==> src/rtl/clk_seq_ce_gen.sv <==
// clk_seq_ce_gen: PLL bring-up sequencer and multi-channel clock-enable generator.
// Drives the PLL RESET pin, filters the synchronised LOCK, holds the system reset
// until lock has been stable, then emits phase-aligned divided clock enables.
// Any loss of lock while running restarts the whole sequence.
// Optional feature: define CLKSEQ_TIMEOUT_EN to retry the PLL reset when lock does
// not arrive within TIMEOUT cycles.
module clk_seq_ce_gen #(
    parameter int CHANNELS    = 4,
    parameter int DIV_W       = 8,
    parameter int DIV_DEFAULT = 1,
    parameter int PLL_RST_CYC = 16,
    parameter int LOCK_FILT   = 256,
    parameter int TIMEOUT     = 4096
) (
    input  logic                      clkin,
    input  logic                      reset_n,
    input  logic                      pll_lock,
    output logic                      pll_reset,
    input  logic [CHANNELS*DIV_W-1:0] div_ratio,
    input  logic                      div_load,
    output logic [CHANNELS-1:0]       ce,
    output logic                      sys_rst_n,
    output logic                      locked,
    output logic [7:0]                relock_cnt
);

    typedef enum logic [1:0] {S_PLLRST, S_WAIT, S_FILT, S_RUN} state_t;

    localparam int RST_W  = $clog2(PLL_RST_CYC + 1);
    localparam int FILT_W = $clog2(LOCK_FILT + 1);
    localparam logic [RST_W-1:0] RST_LAST = RST_W'(PLL_RST_CYC - 1);
    // The S_WAIT cycle that first sees lock counts as the first filtered cycle,
    // so S_FILT itself only needs LOCK_FILT-1 further high cycles.
    localparam logic [FILT_W-1:0] FILT_LAST = (LOCK_FILT >= 2) ? FILT_W'(LOCK_FILT - 2) : '0;

    if (PLL_RST_CYC < 1 || LOCK_FILT < 1 || TIMEOUT < 1) begin : g_bad_param
        $error("clk_seq_ce_gen: PLL_RST_CYC, LOCK_FILT and TIMEOUT must be >= 1");
    end

    state_t              state, state_next;
    logic                lock_meta, lock_s;
    logic [RST_W-1:0]    rst_cnt;
    logic [FILT_W-1:0]   filt_cnt;
    logic                run_next;
    logic [DIV_W-1:0]    ratio     [CHANNELS];
    logic [DIV_W-1:0]    ratio_nxt [CHANNELS];
    logic [DIV_W-1:0]    cnt       [CHANNELS];
    logic [DIV_W-1:0]    cnt_nxt   [CHANNELS];
    logic [CHANNELS-1:0] ce_nxt;

    function automatic logic [7:0] sat_inc(input logic [7:0] v);
        return (v == 8'hFF) ? v : v + 8'd1;
    endfunction

    // Two-flop synchroniser for the asynchronous PLL lock.
    always_ff @(posedge clkin or negedge reset_n) begin
        if (!reset_n) begin
            lock_meta <= 1'b0;
            lock_s    <= 1'b0;
        end else begin
            lock_meta <= pll_lock;
            lock_s    <= lock_meta;
        end
    end

    // Sequencer state register.
    always_ff @(posedge clkin or negedge reset_n) begin
        if (!reset_n) state <= S_PLLRST;
        else          state <= state_next;
    end

`ifdef CLKSEQ_TIMEOUT_EN
    localparam int TMO_W = $clog2(TIMEOUT + 1);
    localparam logic [TMO_W-1:0] TMO_LAST = TMO_W'(TIMEOUT - 1);
    logic [TMO_W-1:0] tmo_cnt;

    // Wait-for-lock timer; cleared whenever S_WAIT is left.
    always_ff @(posedge clkin or negedge reset_n) begin
        if (!reset_n) tmo_cnt <= '0;
        else          tmo_cnt <= (state == S_WAIT && state_next == S_WAIT) ? tmo_cnt + TMO_W'(1) : '0;
    end
`endif

    // Next-state decisions, all taken on the synchronised lock.
    always_comb begin
        state_next = state;
        case (state)
            S_PLLRST: if (rst_cnt == RST_LAST) state_next = S_WAIT;
            S_WAIT: begin
                if (lock_s) state_next = (LOCK_FILT == 1) ? S_RUN : S_FILT;
`ifdef CLKSEQ_TIMEOUT_EN
                else if (tmo_cnt == TMO_LAST) state_next = S_PLLRST;
`endif
            end
            S_FILT: begin
                if (!lock_s)                    state_next = S_WAIT;
                else if (filt_cnt == FILT_LAST) state_next = S_RUN;
            end
            S_RUN:   if (!lock_s) state_next = S_PLLRST;
            default: state_next = S_PLLRST;
        endcase
    end

    // Sequence outputs: PLL reset follows the state, run flag feeds the registered outputs.
    always_comb begin
        pll_reset = (state == S_PLLRST);
        run_next  = (state_next == S_RUN);
    end

    // Reset-hold and filter counters; each restarts from 0 on leaving its state.
    always_ff @(posedge clkin or negedge reset_n) begin
        if (!reset_n) begin
            rst_cnt  <= '0;
            filt_cnt <= '0;
        end else begin
            rst_cnt  <= (state == S_PLLRST && state_next == S_PLLRST) ? rst_cnt + RST_W'(1) : '0;
            filt_cnt <= (state == S_FILT && state_next == S_FILT) ? filt_cnt + FILT_W'(1) : '0;
        end
    end

    // Registered system reset, lock flag and lock-loss counter.
    always_ff @(posedge clkin or negedge reset_n) begin
        if (!reset_n) begin
            sys_rst_n  <= 1'b0;
            locked     <= 1'b0;
            relock_cnt <= 8'd0;
        end else begin
            sys_rst_n <= run_next;
            locked    <= run_next;
            if (state == S_RUN && !lock_s) relock_cnt <= sat_inc(relock_cnt);
        end
    end

    // Divider next values: counters restart on run entry and on a ratio load.
    always_comb begin
        for (int k = 0; k < CHANNELS; k++) begin
            ratio_nxt[k] = div_load ? div_ratio[k*DIV_W +: DIV_W] : ratio[k];
            cnt_nxt[k]   = '0;
            if (state == S_RUN && run_next && !div_load && ratio[k] != '0 &&
                cnt[k] != ratio[k] - DIV_W'(1))
                cnt_nxt[k] = cnt[k] + DIV_W'(1);
            ce_nxt[k] = run_next && (ratio_nxt[k] != '0) && (cnt_nxt[k] == '0);
        end
    end

    // Ratio, divider counter and clock-enable registers.
    always_ff @(posedge clkin or negedge reset_n) begin
        if (!reset_n) begin
            for (int k = 0; k < CHANNELS; k++) begin
                ratio[k] <= DIV_W'(DIV_DEFAULT);
                cnt[k]   <= '0;
            end
            ce <= '0;
        end else begin
            for (int k = 0; k < CHANNELS; k++) begin
                ratio[k] <= ratio_nxt[k];
                cnt[k]   <= cnt_nxt[k];
            end
            ce <= ce_nxt;
        end
    end

endmodule

==> config.mk <==
export PLATFORM = sky130hd
export DESIGN_NAME = clk_seq_ce_gen
export DESIGN_NICKNAME = d
export VERILOG_FILES = /design/src/rtl/clk_seq_ce_gen.sv
export SDC_FILE = /design/constraint.sdc
export NUM_CORES = 1
export LEC_CHECK = 0
export CAP_MARGIN = 10
export CORE_UTILIZATION = 54
export CTS_BUF_LIST = sky130_fd_sc_hd__clkbuf_4
export CTS_CLUSTER_SIZE = 20
export DETAILED_ROUTE_END_ITERATION = 12
export GPL_TIMING_DRIVEN = 0
export PLACE_DENSITY = 0.87
export SLEW_MARGIN = 30
export SYNTH_ARGS = -nofsm -noshare
export SYNTH_HDL_FRONTEND = slang
export SYNTH_SLANG_ARGS = --single-unit
==> constraint.sdc <==
create_clock -name clkin -period 2.2 [get_ports clkin]
set_clock_uncertainty 0.05 [all_clocks]
set_input_delay 0.33 -clock clkin [delete_from_list [all_inputs] [get_ports clkin]]
set_output_delay 0.33 -clock clkin [all_outputs]
set_load 0.02 [all_outputs]
## Word-level counts from Yosys, hierarchy flattened

Cells that the tools add are included.

- Output and inout bits: 15
- Register bits after elaboration: 95
- Logic and storage cells: 94
- Input port bits: 36

- Equality and inequality tests: 12
- Bitwise logic cells: 1
- Reduce and logical (&&, ||, !) cells: 38
- Multiplexer cells: 16
- $add $sub $neg: 11

Operators with widths:

| cell | number |
|---|---|
| two-way mux 8 bit | 8 |
| nonzero test 8 bit | 8 |
| adder 8 x 1 -> 8 bit (second input constant) | 5 |
| logical NOT 8 bit | 4 |
| inequality test 8 bit | 4 |
| subtractor 8 x 1 -> 8 bit (second input constant) | 4 |
| logical AND 1 bit | 21 |
| two-way mux 2 bit | 5 |
| adder 9 x 1 -> 9 bit (second input constant) | 1 |
| == test 9 x 8 -> 1 bit (second input constant) | 1 |
| two-way mux 9 bit | 1 |
| == test 2 bit (second input constant) | 4 |
| == test 8 bit (second input constant) | 1 |
| case mux 2 bit (4 select lines) | 1 |
| adder 5 x 1 -> 5 bit (second input constant) | 1 |
| == test 5 x 4 -> 1 bit (second input constant) | 1 |
| two-way mux 5 bit | 1 |
| logical NOT 2 bit | 2 |
| == test 2 x 1 -> 1 bit (second input constant) | 1 |
| logical NOT 1 bit | 2 |
| AND reduction 2 bit | 1 |
| inverter 1 bit | 1 |

## Depth between registers and ports, before layout

- Depth after elaboration: 12
- Mapped depth: 8
- Mapped depth without buffers: 8

## Least setup slack after synthesis

Ideal clock, no wire load.

- Kind: register to register
- From: register ratio[16] (netlist name)
- To: register ce[1]
- Stages on the path, launching flop included: 9
- Data required time: 2.084 ns
- Slack: 0.073 ns
- Data arrival time: 2.011 ns
- Cell sequence: dfstp_2 inv_1 ha_1 nand2b_4 xor2_1 nand2_1 o22a_1 o41ai_4 o211a_1

- Word-level cells in the longest chain between the ends: 6
- Elaborated cells on any way between the ends: 11

Ends and longest elaborated chain:

| element | RTL line | RTL |
|---|---|---|
| from (decl) | 45 | `logic [DIV_W-1:0] ratio [CHANNELS];` |
| from (signal, indexed assignment) | 150 | `ratio[k] <= DIV_W'(DIV_DEFAULT);` |
| from (signal, indexed assignment) | 156 | `ratio[k] <= ratio_nxt[k];` |
| subtractor 8 x 1 -> 8 bit / nonzero test 8 bit (equally long branches) | 140, 139 |  |
| inequality test 8 bit / logical AND 1 bit (equally long branches) | 140, 139 |  |
| logical AND 1 bit | 139 | `if (state == S_RUN && run_next && !div_load && ratio[k] != '0 &&` |
| two-way mux 8 bit | 139 |  |
| logical NOT 8 bit | 142 | `ce_nxt[k] = run_next && (ratio_nxt[k] != '0) && (cnt_nxt[k] == '0);` |
| logical AND 1 bit * | 142 |  |
| named net ce_nxt[1] | 49 | `logic [CHANNELS-1:0] ce_nxt;` |
| to (signal assigned) | 159 | `ce <= ce_nxt;` |
| to (decl) | 21 | `output logic [CHANNELS-1:0] ce,` |

Mark *: on every way through the listed nets, which the timed path passes. The rest lies on a longest branch.
A chain may end at the register's enable or synchronous reset.

## Worst setup path in the final report

- From: register ratio[18] (netlist name)
- To: register ce[1]

The elaborated chain is that of the path after synthesis.

==> out/metrics.csv <==
stage;metric;value;unit
synthesis;synthFlopType;dfrtp_1;
synthesis;yosysTopAreaCellShare;43.2;%
detailed_routing;wl_met1;4950;um
floorplan;dieArea;10200;um^2
detailed_routing;vias;4167;
sta;hold_ws;0.229;ns
placement;place.gp.congestion;0.925;
synthesis;yosysWarnings;0;
synthesis;synthXorXnorAreaFrac;13.5;%
power;p_seq_share;54.2;%
clock_network;numCtsBuffers;9;
synthesis;syn_avg_cell_area;9.91;um^2
power;p_int;2.53;mW
critical_path;cp_slowest_cell;dfrtp_1;
synthesis;synth_area;5270;um^2
min_path;hold_class;primary input to register;
synthesis;ys_seq_area_share;45.2;%
critical_path;crit_chain;or3_1 -> buf_2 -> xnor2_2 -> o221ai_2 -> a31oi_2 -> o41ai_4 -> buf_4 -> o211a_1;
synthesis;synthAdderAreaFrac;4.04;%
synthesis;synth_edf_count;0;
finish;stdcell_count;740;
detailed_routing;routed-wl-met3;671;um
sta;final-setup-viol-count;0;
synthesis;synth_mux_area_share;5.34;%
power;powerDensity;591;nW/um^2
global_routing;grt_pass1_vias;4175;
synthesis;synth_commonest_cells;dfrtp_1, nor2_1, xnor2_1;
detailed_routing;wl_per_cell;15.7;um
placement;port_buffers;50;
finish;drive_above_1_share;15.5;%
detailed_routing;dr_wl_met2;5820;um
power;leakagePower;2.56;nW
sta;finalHoldViolCount;0;
detailed_routing;top_layer_used;met4;
min_path;hp-start;pll_lock;
synthesis;syn_inst;532;
placement;place_inst;712;
floorplan;die_x;101;um
placement;dpl_cell_area;5960;um^2
detailed_routing;drt-initial-drc-count;271;
clock_network;clkLatencyLatePin;0.46;ns
clock_network;cts.clk_slew.worst_paths;0.16;ns
synthesis;synth.largest_area_cell;dfrtp_1;
synthesis;yosys.cell_count.top_type;dfrtp_1;
sta;min_period;2.16;ns
floorplan;start_util;56.5;%
sta;worstMarginPinSlew;0.596;ns
detailed_routing;drc;0;
critical_path;critical_path_buf_inv_count;2;
sta;fmax;0.462;GHz
finish;fin_area;6340;um^2
synthesis;synth_top_family_by_area;simple AND/OR/NAND/NOR gates;
detailed_routing;routed_wl;11700;um
global_routing;antenna_found_initial;0;
finish;syn2layout_area_growth;20.3;%
synthesis;ys_async_sr_fraction;100;%
min_path;holdPathEnd;lock_meta;
job;max_cap_violations;0;
clock_network;cts-root-buf;clkbuf_4;
synthesis;synth_compound_area_share;8.78;%
clock_network;clkSinkCount;95;
sta;post-route-period-util;98.4;%
clock_network;cts_tree;yes;
synthesis;synth_nets;585;
critical_path;max_stage_delay;0.48;ns
synthesis;synth-simple-area-share;20.0;%
floorplan;die-height;101;um
outcome;status;completed;
synthesis;synth.distinct_cells;52;
power;switching_share;32.5;%
placement;dp_hpwl;8330;um
power;p_comb_share;21.8;%
critical_path;cp-start-kind;register;
global_routing;grt_usage;24.5;%
critical_path;reg2reg_from;ratio[18];
global_routing;grt_pass1_wl;19400;um
power;peakVddDrop;0.594;mV
critical_path;rrSetupSlack;0.04;ns
power;power;3.75;mW
critical_path;cp.required;2.51;ns
critical_path;crit_cells;8;
global_routing;grt_max_degree;55;
global_routing;grt_overflow;0;
detailed_routing;firstDrtPassIters;5;
floorplan;core;9330;um^2
detailed_routing;vias_per_cell;5.63;
critical_path;end_kind;register;
power;switching_power;1.22;mW
min_path;min_path_cells;1;
critical_path;worstPathMaxFanout;6;
critical_path;critPathKind;register to register;
synthesis;netlist_top_cells_area;dfrtp_1, xnor2_1, xor2_1, mux2_2, nor2_1;
finish;fin_util;68.0;%
floorplan;io-pin-count;51;
power;clkPwrFrac;23.9;%
critical_path;crit_family;compound AO/OA/AOI/OAI gates;
clock_network;h-tree-depth;3;
sta;slew_headroom;60.2;%
critical_path;arrival;2.47;ns
critical_path;reg2reg_to;ce[1];
sta;drv_slew;0;
floorplan;rows;35;
critical_path;worst-r2r-cell-count;8;
detailed_routing;detail-route-antenna-nets;0;
clock_network;clk_path_buf_depth;2;
sta;rsz0062_at_grt;yes;
finish;n_fill_cell;715;
finish;diodes;0;
finish;final_nets;659;
synthesis;ys_ff_latch;95;
==> metrics by stage <==
stage	setup TNS [ns]	worst slack [ns]
6_report	0	0.0352
5_1_grt	-0.479	-0.0562
4_1_cts	-0.0257	-0.0257
3_5_place_dp	-6.37	-0.635
3_3_place_gp	-240.67	-2.54
2_1_floorplan	0	0.0733
==> worst max-delay path by stage <==
stage           endpoint      start
2_1_floorplan      ce[1]  ratio[16]
3_3_place_gp   ratio[21]    reset_n
3_5_place_dp       ce[2]   div_load
4_1_cts            ce[1]  ratio[16]
5_1_grt            ce[3]   ratio[3]
6_report           ce[1]  ratio[18]
==> flip-flops by register name, summed over array words and instances (netlist names) <==
name and cells:
state 2, locked 1, lock_meta 1, filt_cnt 9
relock_cnt 8, lock_s 1, cnt 32, ce 4
rst_cnt 5, ratio 32
==> per-layer routing <==
layer  global-route usage, %  vias to the layer above
li1                        -                     2007
met1                    31.7                     2019
met2                    42.1                      119
met3                    5.41                       22
met4                    5.69                        0
met5                       0                        -
==> cell type report <==
type / instances / area (um^2) / share of cell area, %
buffer: 22 / 100 / 1.58
clock buffer: 9 / 67.6 / 1.07
clock inverter: 7 / 61.3 / 0.967
inverter: 18 / 70.1 / 1.10
multi-input combinational: 396 / 2870 / 45.2
sequential: 95 / 2380 / 37.6
tap: 129 / 161 / 2.54
timing repair buffer: 64 / 632 / 9.96
==> timing repair <==
action                                 in CTS  in global routing
pin swaps                                   4                 11
hold buffers                                1                  0
endpoints found under the hold margin      40                  0
setup endpoints to repair                  36                 32
buffers inserted                            6                  6
resized for setup                           4                 26
==> cell families after synthesis <==
kind of cell / Yosys count
fa+ha+maj: 17
compound gates: 62
simple gates: 211
xor+xnor: 81
flops: 95
buf+inv: 41
mux: 25
==> cell usage in the layout, fill, tap and decap left out, types with 4 or more instances in the layout <==
cell,Yosys,layout
dfrtp_1,91,90
nor2_1,72,72
clkdlybuf4s50_1,0,48
xnor2_1,45,43
nand2_1,39,39
xor2_1,36,35
nand3_1,27,27
mux2_2,25,25
inv_1,18,16
clkbuf_1,16,15
o21ai_0,15,14
nor4_1,18,14
ha_1,17,14
buf_4,1,13
clkbuf_4,0,9
nand2b_1,8,8
a31oi_1,10,8
a21oi_1,8,7
nand4_1,7,7
and3_1,5,5
nand3b_1,5,5
or3_1,5,5
nor3_1,6,5
o211a_1,5,5
nor4_2,1,4
a22oi_1,4,4
buf_2,3,4
dfstp_2,4,4
==> power groups by stage <==
| stage | clock, mW | sequential [mW] | combinational [mW] |
|---|---|---|---|
| finish | 0.898 | 2.03 | 0.819 |
| global route | 0.990 | 2.05 | 0.911 |
| CTS | 0.925 | 2.03 | 0.774 |
| detailed placement | 0 | 2.06 | 0.758 |
| global placement | 0 | 2.05 | 0.715 |
| floorplan | 0 | 2.04 | 0.474 |
==> worst register-to-register path: cells and delay by family (launching register included) <==
family | cells | cell delay [ns]
AO/OA/AOI/OAI | 4 | 0.66
buffers and inverters | 2 | 0.36
flip-flops | 1 | 0.48
AND/OR/NAND/NOR | 1 | 0.35
XOR/XNOR | 1 | 0.15
Power figures use the tool's default switching activity.
